## config.mk

```make
export PLATFORM = sky130hd
export DESIGN_NAME = uart_mem_loader
export DESIGN_NICKNAME = d
export VERILOG_FILES = /design/src/rtl/uart_pkg.sv /design/src/rtl/loader_timeout_timer.sv /design/src/rtl/uart_mem_loader.sv
export SDC_FILE = /design/constraint.sdc
export NUM_CORES = 1
export LEC_CHECK = 0
export CAP_MARGIN = 20
export CELL_PAD_IN_SITES_DETAIL_PLACEMENT = 2
export CELL_PAD_IN_SITES_GLOBAL_PLACEMENT = 2
export CORE_MARGIN = 2
export CORE_UTILIZATION = 37
export CTS_CLUSTER_SIZE = 25
export DETAILED_ROUTE_END_ITERATION = 10
export PLACE_DENSITY = 0.9
export REMOVE_ABC_BUFFERS = 1
export SLEW_MARGIN = 10
export SYNTH_ARGS = -nofsm -noshare
export SYNTH_HDL_FRONTEND = slang
export SYNTH_SLANG_ARGS = --single-unit
```

## constraint.sdc

```tcl
create_clock -name clk -period 6.4 [get_ports clk]
set_input_delay 0.96 -clock clk [delete_from_list [all_inputs] [get_ports clk]]
set_output_delay 0.96 -clock clk [all_outputs]
set_load 0.005 [all_outputs]
```

## src/rtl/uart_pkg.sv

```systemverilog
// Shared definitions for the UART boot loader.
//   Command bytes, response bytes, loader FSM state encoding and a helper that
//   sizes the inter-byte timeout counter.
package uart_pkg;

  localparam logic [7:0] CmdWrite = 8'h57;
  localparam logic [7:0] CmdJump  = 8'h4A;
  localparam logic [7:0] RespAck  = 8'h06;
  localparam logic [7:0] RespNak  = 8'h15;

  typedef enum logic [2:0] {
    StIdle,
    StAddr,
    StLen,
    StData,
    StWrite,
    StCsum,
    StJaddr,
    StResp
  } loader_state_e;

  // Bits needed to hold values 0 .. cycles-1.
  function automatic int unsigned timeout_width(input longint unsigned cycles);
    if (cycles < 64'd2) return 1;
    return int'($clog2(cycles));
  endfunction

endpackage

```

## src/rtl/loader_timeout_timer.sv

```systemverilog
// Reloadable down-counter for the loader's inter-byte timeout.
//   clk, reset  : clock, asynchronous active-low reset
//   i_load      : reload to LoadValue (wins over counting)
//   i_en        : count down while high
//   o_expired   : high while enabled, not loading, and the count has reached 0
module loader_timeout_timer #(
  parameter int unsigned       Width     = 16,
  parameter logic [Width-1:0]  LoadValue = '1
) (
  input  logic clk,
  input  logic reset,
  input  logic i_load,
  input  logic i_en,
  output logic o_expired
);

  logic [Width-1:0] r_count;

  always_ff @(posedge clk or negedge reset) begin
    if (!reset) begin
      r_count <= '0;
    end else if (i_load) begin
      r_count <= LoadValue;
    end else if (i_en && (r_count != '0)) begin
      r_count <= r_count - Width'(1);
    end
  end

  assign o_expired = i_en && !i_load && (r_count == '0);

endmodule

```

## src/rtl/uart_mem_loader.sv

```systemverilog
// UART boot loader: parses WRITE/JUMP packets from the receiver byte stream,
// issues 32-bit little-endian memory writes, answers ACK/NAK and releases the core.
//   clk, reset          : clock, asynchronous active-low reset
//   i_rx_data/valid     : byte stream from UART receiver; o_rx_ready accepts it
//   o_tx_data/valid     : response byte to UART transmitter; i_tx_ready accepts it
//   o_mem_we/addr/wdata : one-cycle memory write (never stalls)
//   o_boot_pc/start     : start PC and one-cycle release pulse after JUMP
//   o_busy              : high whenever a packet or response is in progress
// ADDR_WIDTH must not exceed 32 (address field on the wire is 4 bytes).
module uart_mem_loader
  import uart_pkg::*;
#(
  parameter int unsigned CLOCK_FREQ    = 125_000_000,
  parameter int unsigned BAUD_RATE     = 115_200,
  parameter int unsigned TIMEOUT_BYTES = 4,
  parameter int unsigned ADDR_WIDTH    = 32
) (
  input  logic                  clk,
  input  logic                  reset,
  input  logic [7:0]            i_rx_data,
  input  logic                  i_rx_valid,
  output logic                  o_rx_ready,
  output logic [7:0]            o_tx_data,
  output logic                  o_tx_valid,
  input  logic                  i_tx_ready,
  output logic                  o_mem_we,
  output logic [ADDR_WIDTH-1:0] o_mem_addr,
  output logic [31:0]           o_mem_wdata,
  output logic [ADDR_WIDTH-1:0] o_boot_pc,
  output logic                  o_boot_start,
  output logic                  o_busy
);

  // One byte time is 10 bit times; 64-bit math avoids overflow at high clock rates.
  localparam longint unsigned TimeoutRaw =
      (64'(TIMEOUT_BYTES) * 64'd10 * 64'(CLOCK_FREQ)) / 64'(BAUD_RATE);
  localparam longint unsigned TimeoutCycles = (TimeoutRaw == 64'd0) ? 64'd1 : TimeoutRaw;
  localparam int unsigned TimerWidth = timeout_width(TimeoutCycles);
  // Loading N-1 makes the expiry land N cycles after the last handshake.
  localparam logic [TimerWidth-1:0] TimerLoad = TimerWidth'(TimeoutCycles - 64'd1);

  loader_state_e         r_state, w_state_next;
  logic [31:0]           r_addr, w_addr_next;
  logic [15:0]           r_count, w_count_next;
  logic [31:0]           r_word, w_word_next;
  logic [7:0]            r_sum, w_sum_next;
  logic [1:0]            r_byte_cnt, w_byte_cnt_next;
  logic [7:0]            r_tx_data, w_tx_data_next;
  logic [ADDR_WIDTH-1:0] r_boot_pc, w_boot_pc_next;
  logic                  r_boot_start, w_boot_start_next;
  // Keeps rx_ready low while reset is asserted and for the first cycle after.
  logic                  r_run;

  logic        w_rx_ready;
  logic        w_rx_fire;
  logic        w_timer_en;
  logic        w_expired;
  logic [31:0] w_shift_addr;
  logic [15:0] w_shift_count;

  assign w_rx_fire     = i_rx_valid && w_rx_ready;
  assign w_shift_addr  = {i_rx_data, r_addr[31:8]};
  assign w_shift_count = {i_rx_data, r_count[15:8]};

  loader_timeout_timer #(
    .Width     (TimerWidth),
    .LoadValue (TimerLoad)
  ) u_timer (
    .clk       (clk),
    .reset     (reset),
    .i_load    (w_rx_fire),
    .i_en      (w_timer_en),
    .o_expired (w_expired)
  );

  always_ff @(posedge clk or negedge reset) begin
    if (!reset) begin
      r_state      <= StIdle;
      r_addr       <= '0;
      r_count      <= '0;
      r_word       <= '0;
      r_sum        <= '0;
      r_byte_cnt   <= '0;
      r_tx_data    <= '0;
      r_boot_pc    <= '0;
      r_boot_start <= 1'b0;
      r_run        <= 1'b0;
    end else begin
      r_state      <= w_state_next;
      r_addr       <= w_addr_next;
      r_count      <= w_count_next;
      r_word       <= w_word_next;
      r_sum        <= w_sum_next;
      r_byte_cnt   <= w_byte_cnt_next;
      r_tx_data    <= w_tx_data_next;
      r_boot_pc    <= w_boot_pc_next;
      r_boot_start <= w_boot_start_next;
      r_run        <= 1'b1;
    end
  end

  always_comb begin
    w_state_next      = r_state;
    w_addr_next       = r_addr;
    w_count_next      = r_count;
    w_word_next       = r_word;
    w_sum_next        = r_sum;
    w_byte_cnt_next   = r_byte_cnt;
    w_tx_data_next    = r_tx_data;
    w_boot_pc_next    = r_boot_pc;
    w_boot_start_next = 1'b0;
    w_rx_ready        = 1'b0;
    w_timer_en        = 1'b0;
    o_mem_we          = 1'b0;

    unique case (r_state)
      StIdle: begin
        w_rx_ready = r_run;
        if (w_rx_fire) begin
          w_byte_cnt_next = 2'd0;
          w_sum_next      = 8'd0;
          if (i_rx_data == CmdWrite) begin
            w_state_next = StAddr;
          end else if (i_rx_data == CmdJump) begin
            w_state_next = StJaddr;
          end
        end
      end

      StAddr: begin
        w_rx_ready = r_run;
        w_timer_en = 1'b1;
        if (w_rx_fire) begin
          w_addr_next     = w_shift_addr;
          w_sum_next      = r_sum + i_rx_data;
          w_byte_cnt_next = r_byte_cnt + 2'd1;
          if (r_byte_cnt == 2'd3) w_state_next = StLen;
        end else if (w_expired) begin
          w_tx_data_next = RespNak;
          w_state_next   = StResp;
        end
      end

      StLen: begin
        w_rx_ready = r_run;
        w_timer_en = 1'b1;
        if (w_rx_fire) begin
          w_count_next    = w_shift_count;
          w_sum_next      = r_sum + i_rx_data;
          w_byte_cnt_next = r_byte_cnt + 2'd1;
          if (r_byte_cnt == 2'd1) begin
            w_byte_cnt_next = 2'd0;
            w_state_next    = (w_shift_count == 16'd0) ? StCsum : StData;
          end
        end else if (w_expired) begin
          w_tx_data_next = RespNak;
          w_state_next   = StResp;
        end
      end

      StData: begin
        w_rx_ready = r_run;
        w_timer_en = 1'b1;
        if (w_rx_fire) begin
          w_word_next     = {i_rx_data, r_word[31:8]};
          w_sum_next      = r_sum + i_rx_data;
          w_byte_cnt_next = r_byte_cnt + 2'd1;
          if (r_byte_cnt == 2'd3) w_state_next = StWrite;
        end else if (w_expired) begin
          w_tx_data_next = RespNak;
          w_state_next   = StResp;
        end
      end

      StWrite: begin
        o_mem_we     = 1'b1;
        w_addr_next  = r_addr + 32'd4;
        w_count_next = r_count - 16'd1;
        w_state_next = (r_count == 16'd1) ? StCsum : StData;
      end

      StCsum: begin
        w_rx_ready = r_run;
        w_timer_en = 1'b1;
        if (w_rx_fire) begin
          w_tx_data_next = (i_rx_data == r_sum) ? RespAck : RespNak;
          w_state_next   = StResp;
        end else if (w_expired) begin
          w_tx_data_next = RespNak;
          w_state_next   = StResp;
        end
      end

      StJaddr: begin
        w_rx_ready = r_run;
        w_timer_en = 1'b1;
        if (w_rx_fire) begin
          w_addr_next     = w_shift_addr;
          w_byte_cnt_next = r_byte_cnt + 2'd1;
          if (r_byte_cnt == 2'd3) begin
            w_boot_pc_next    = {w_shift_addr[ADDR_WIDTH-1:2], 2'b00};
            w_boot_start_next = 1'b1;
            w_tx_data_next    = RespAck;
            w_state_next      = StResp;
          end
        end else if (w_expired) begin
          w_tx_data_next = RespNak;
          w_state_next   = StResp;
        end
      end

      StResp: begin
        if (i_tx_ready) w_state_next = StIdle;
      end

      default: w_state_next = StIdle;
    endcase
  end

  assign o_rx_ready   = w_rx_ready;
  assign o_tx_valid   = (r_state == StResp);
  assign o_tx_data    = r_tx_data;
  assign o_mem_addr   = {r_addr[ADDR_WIDTH-1:2], 2'b00};
  assign o_mem_wdata  = r_word;
  assign o_boot_pc    = r_boot_pc;
  assign o_boot_start = r_boot_start;
  assign o_busy       = (r_state != StIdle);

endmodule

```

==> metrics.yaml, run 1 <==
status: "finished, final reports clean"
die_y_um: 147
layout_commonest_cell: "dfrtp_1"
start_util_pct: 37.6
skew_ps: 9.97
area_growth_pct: 26.0
required_ps: 5440
avgRoutedWirePerCell_um: 23.0
dr.max_layer_used: "met4"
layout.nets: 899
seqPwrFrac_pct: 36.6
cts.sinks: 147
cts_tree: "done"
route.detailed.drc: 0
core.rowCount: 52
fillCellCount: 2099
postCtsSetupBuffers: 0
first_global_vias: 7481
worstSetupEndpointType: "output port"
core_area_um2: 20200
wl_met2_um: 13600
ir_worst_vdd_mv: 0.199
instances_no_fill: 1154
worstSkewPairLatency_ps: 440
antenna_found_initial: 0
switching_share_pct: 41.5
drive_gt1_share_pct: 13.9
grt_first_pass_wirelength_um: 43200
port_buffers: 116
drv_slew: 0
fin_crit_sh_pct: 72.9
fmax_mhz: 214
setup_viol: 0
p_leak_nw: 3.94
cts.repair.resized: 0
firstDrtPassIters: 4
synth_cells: 775
placed_cells: 1121
path_max_fanout: 27
avgSynthCellArea_um2: 9.81
mostFrequentLayoutCells: "dfrtp_1, clkdlybuf4s50_1, nor2_1"
drt_iter0_drc: 369
root_buffer: "clkbuf_16"
grt_max_degree: 85
routed-wl-met3_um: 989
worstHoldPathType: "reg -> reg"
combPwrFrac_pct: 41.8
diodes: 0
antenna_left: 0
cts_buffer_depth: 2
ys.flop_type: "dfrtp_1"
cts_buffers: 17
cap_violations: 0
switchingPower_w: 0.00194
ys_seq_area_share_pct: 48.4
met1_length_um: 11300
period_minus_slack_ps: 4670
hpwlAfterDp_um: 16800
finalWirelength_um: 26600
yosys.cell_types.count: 75
dr_total_vias: 6680
rsz0062_at_grt: "no"
io_pins: 121
grt_use_total_pct: 25.3
die_area_um2: 21700
crit_arrival_ps: 3710
gp_congestion: 0.817
finalHoldViolCount: 0
crit_path_start_kind: "flip-flop"
setup_tns_ps: 0
slew_headroom_pct: 35.0
hold_buffers: 0
ys_seq_elements: 147
chipWidth_um: 147
tightest_slew_ps: 966
synth-edff-count: 0
intPower_w: 0.00274
path_clk_slew_ps: 70
h-tree-depth: 4
netlist_area_um2: 7610
ys_warn_count: 0
async_flop_share_pct: 100
power_frac_clock_pct: 21.6
grt_overflow: 0
crit_type: "reg -> out"
vias_per_cell: 5.79
powerDensity_nw_per_um2: 488
state kept, by name, indices dropped and copies added (netlist names):
signal	cells
r_state	3
o_boot_pc	30
o_tx_data	8
r_byte_cnt	2
o_boot_start	1
r_addr	30
u_timer.r_count	16
o_mem_wdata	32
r_sum	8
r_count	16
r_run	1
critical path, stage by stage (launching register included):
cell and delay, ps:
dfrtp_1 900, nand3b_1 800, inv_1 870, clkdlybuf4s50_1 690
power groups by stage:
stage               clock network [W]  registers [W]  logic [W]
floorplan                           0        0.00158    0.00101
global placement                    0        0.00167    0.00177
detailed placement                  0        0.00171    0.00188
CTS                           0.00103        0.00171    0.00194
global route                  0.00107        0.00178    0.00216
finish                        0.00101        0.00171    0.00196
final cells by class:
type	instances	area [um^2]	share of cell area [%]
Sequential cell	147	3680	38.4
Clock inverter	15	163	1.70
Inverter	19	71.3	0.744
Multi-Input combinational cell	562	3660	38.2
Clock buffer	17	425	4.44
Tap cell	270	338	3.53
Timing Repair Buffer	124	1240	13.0
logic make-up (layout without fill, tap and decap cells):
family / count (synthesis) / count (layout) / synth area share [%]
other: 2 / 5 / 0.0987
flip-flops: 147 / 147 / 48.4
XOR/XNOR: 15 / 15 / 1.73
adder cells (fa/ha/maj): 16 / 16 / 2.73
AND/OR/NAND/NOR: 252 / 252 / 16.4
AO/OA/AOI/OAI: 210 / 210 / 17.3
buffers and inverters: 69 / 175 / 3.93
multiplexers: 64 / 64 / 9.46
Yosys cell counts, types with 5 or more instances:
library cell / number / area, um^2
dfrtp_1: 147 / 3680
nor2_1: 68 / 255
a21oi_1: 64 / 320
mux2_2: 63 / 709
nand2_1: 61 / 229
o21ai_0: 53 / 265
clkbuf_1: 40 / 150
nand3_1: 27 / 135
inv_1: 19 / 71.3
nor3_1: 18 / 90.1
ha_1: 15 / 188
nor4_1: 12 / 75.1
o22ai_1: 12 / 75.1
a31oi_1: 11 / 68.8
xnor2_1: 10 / 87.6
nand4_1: 9 / 56.3
and3_1: 8 / 50.1
nand2b_1: 8 / 50.1
a211oi_1: 7 / 52.6
and2_1: 7 / 43.8
o21a_1: 7 / 52.6
o22a_1: 7 / 61.3
nand3b_1: 6 / 45.0
a22oi_1: 5 / 37.5
xor2_1: 5 / 43.8
metal layers:
| layer | vias up | global-route usage (%) |
|---|---|---|
| li1 | 2996 | - |
| met1 | 3463 | 31.6 |
| met2 | 174 | 44.0 |
| met3 | 47 | 4.69 |
| met4 | 0 | 8.99 |
| met5 | - | 0 |
through the flow:
stage	util [%]	setup slack (ps)	area (um^2)	power (W)	hold slack (ps)
3_5_place_dp	44.3	2290	8960	0.00359	453
3_3_place_gp	44.3	2430	8960	0.00344	453
4_1_cts	47.2	1750	9550	0.00468	471
2_1_floorplan	-	2540	7390	0.00259	447
6_report	47.3	1730	9580	0.00468	462
5_1_grt	47.3	1490	9580	0.00500	505
final timing paths:
kind / from / to / slack, ps / depth (start not counted)
worst max-delay path: r_state[2] / o_mem_we / 1730 / 3
worst min-delay path: o_tx_data[2] / o_tx_data[2] / 460 / 1
worst max register to register: r_state[2] / r_addr[14] / 2960 / 6
worst min register to register: o_tx_data[2] / o_tx_data[2] / 460 / 1
max in group asynchronous: reset / r_state[0] / 4390 / 2
min in group asynchronous: reset / o_mem_wdata[7] / 590 / 1
No activity file was read; power rests on OpenSTA's default activity.
==> run 2: changes to the inputs <==
Settings changed: CORE_UTILIZATION 37 to 34, PLACE_DENSITY 0.9 to 0.84.
Clock period 6.4 ns to 4.5 ns, I/O delays scaled along.
==> metrics.yaml, run 2 (synthesis results as in run 1) <==
port_buffers: 116
area_growth_pct: 26.5
globalRouteMet2Util_pct: 36.7
status: "finished, final reports clean"
met3_usage_pct: 5.05
power_w: 0.00657
layout.nets: 904
power_frac_clock_pct: 21.7
reg2reg_from: "r_state[0]"
intPower_w: 0.00383
worstSetupEndpointType: "output port"
path_clk_slew_ps: 80
crit_path_start_kind: "flip-flop"
drt_iter0_drc: 462
vias_per_cell: 5.66
fmax_mhz: 309
cts.sinks: 147
grt_max_degree: 80
seqPwrFrac_pct: 37.2
firstDrtPassIters: 4
avgRoutedWirePerCell_um: 21.3
finalHoldViolCount: 0
antenna_found_initial: 0
combPwrFrac_pct: 41.1
grt_use_total_pct: 21.7
use_met1_pct: 27.8
cts_buffer_depth: 2
cts_buffers: 17
crit_arrival_ps: 2560
rsz0062_at_grt: "no"
setup_tns_ps: 0
hold_buffers: 0
antenna_left: 0
grt_first_pass_wirelength_um: 40800
cts_tree: "done"
postCtsSetupBuffers: 0
io_pins: 121
required_ps: 3830
ir_worst_vdd_mv: 0.297
drive_gt1_share_pct: 14.3
switchingPower_w: 0.00274
root_buffer: "clkbuf_16"
mostFrequentLayoutCells: "dfrtp_1, clkdlybuf4s50_1, nor2_1"
startpoint: "r_state[0]"
worstHoldPathType: "in -> async"
h-tree-depth: 4
chipWidth_um: 154
setup_viol: 0
hpwlAfterDp_um: 16100
crit_type: "reg -> out"
slew_headroom_pct: 38.8
grt-busiest-layer: "met2"
path_max_fanout: 22
diodes: 0
route.detailed.drc: 0
core.rowCount: 54
period_minus_slack_ps: 3240
drv_slew: 0
fin_crit_sh_pct: 72.0
cap_violations: 0
gp_congestion: 0.815
powerDensity_nw_per_um2: 683
largest_reg_flops: 32
die_y_um: 154
holdWs_ps: 250
layout_commonest_cell: "dfrtp_1"
dr_total_vias: 6616
worstSkewPairLatency_ps: 440
skew_ps: 12.2
cts.repair.resized: 0
tightest_slew_ps: 910
die_area_um2: 23600
switching_share_pct: 41.7
grt_overflow: 0
core_area_um2: 21900
first_global_vias: 7270
final_util_pct: 43.9
p_leak_nw: 3.96
start_util_pct: 34.7
finalWirelength_um: 24900
==> run 2: worst max-delay path, stage by stage (launching register included) <==
cell and delay (ps):
dfrtp_1 780, inv_1 300, nand3b_1 160, buf_4 290, inv_1 130, clkdlybuf4s50_1 460
==> run 2: per-stage QoR <==
| step | instances | cell area [um^2] | setup WS, ps |
|---|---|---|---|
| global placement | 1137 | 9040 | 1390 |
| finish | 1169 | 9620 | 1260 |
| global route | 1169 | 9620 | 1080 |
| CTS | 1169 | 9620 | 1250 |
| detailed placement | 1137 | 9040 | 1290 |
| floorplan | 728 | 7390 | 638 |
==> run 2: per-layer routing <==
layer	wire length, um	vias to the layer above	share of wire [%]
met5	0	-	0
met4	442	0	1.8
met2	12400	145	50
met1	11000	3430	44
met3	965	31	3.9
li1	-	3010	-
==> run 2: cell type report <==
type,instances,area [um^2]
Clock buffer,17,425
Clock inverter,15,156
Timing Repair Buffer,129,1270
Fill cell,2319,12300
Multi-Input combinational cell,562,3660
Inverter,19,71.3
Sequential cell,147,3680
Tap cell,280,350
==> run 2: power groups by stage <==
stage	Sequential (W)	Combinational, W	Clock [W]
2_1_floorplan	0.00224	0.00144	0
3_3_place_gp	0.00242	0.00256	0
3_5_place_dp	0.00244	0.00267	0
4_1_cts	0.00244	0.00274	0.00146
5_1_grt	0.00253	0.00300	0.00151
6_report	0.00244	0.00270	0.00143
==> run 2: final timing paths <==
| check | end | slack [ps] | cells after the start |
|---|---|---|---|
| min in group clk | o_tx_data[2] | 490 | 1 |
| max in group asynchronous | r_addr[13] | 3380 | 2 |
| worst max register to register | r_addr[11] | 1600 | 8 |
| worst min-delay path | r_sum[2] | 250 | 1 |
| worst max-delay path | o_mem_we | 1260 | 5 |
| worst min register to register | o_tx_data[2] | 490 | 1 |
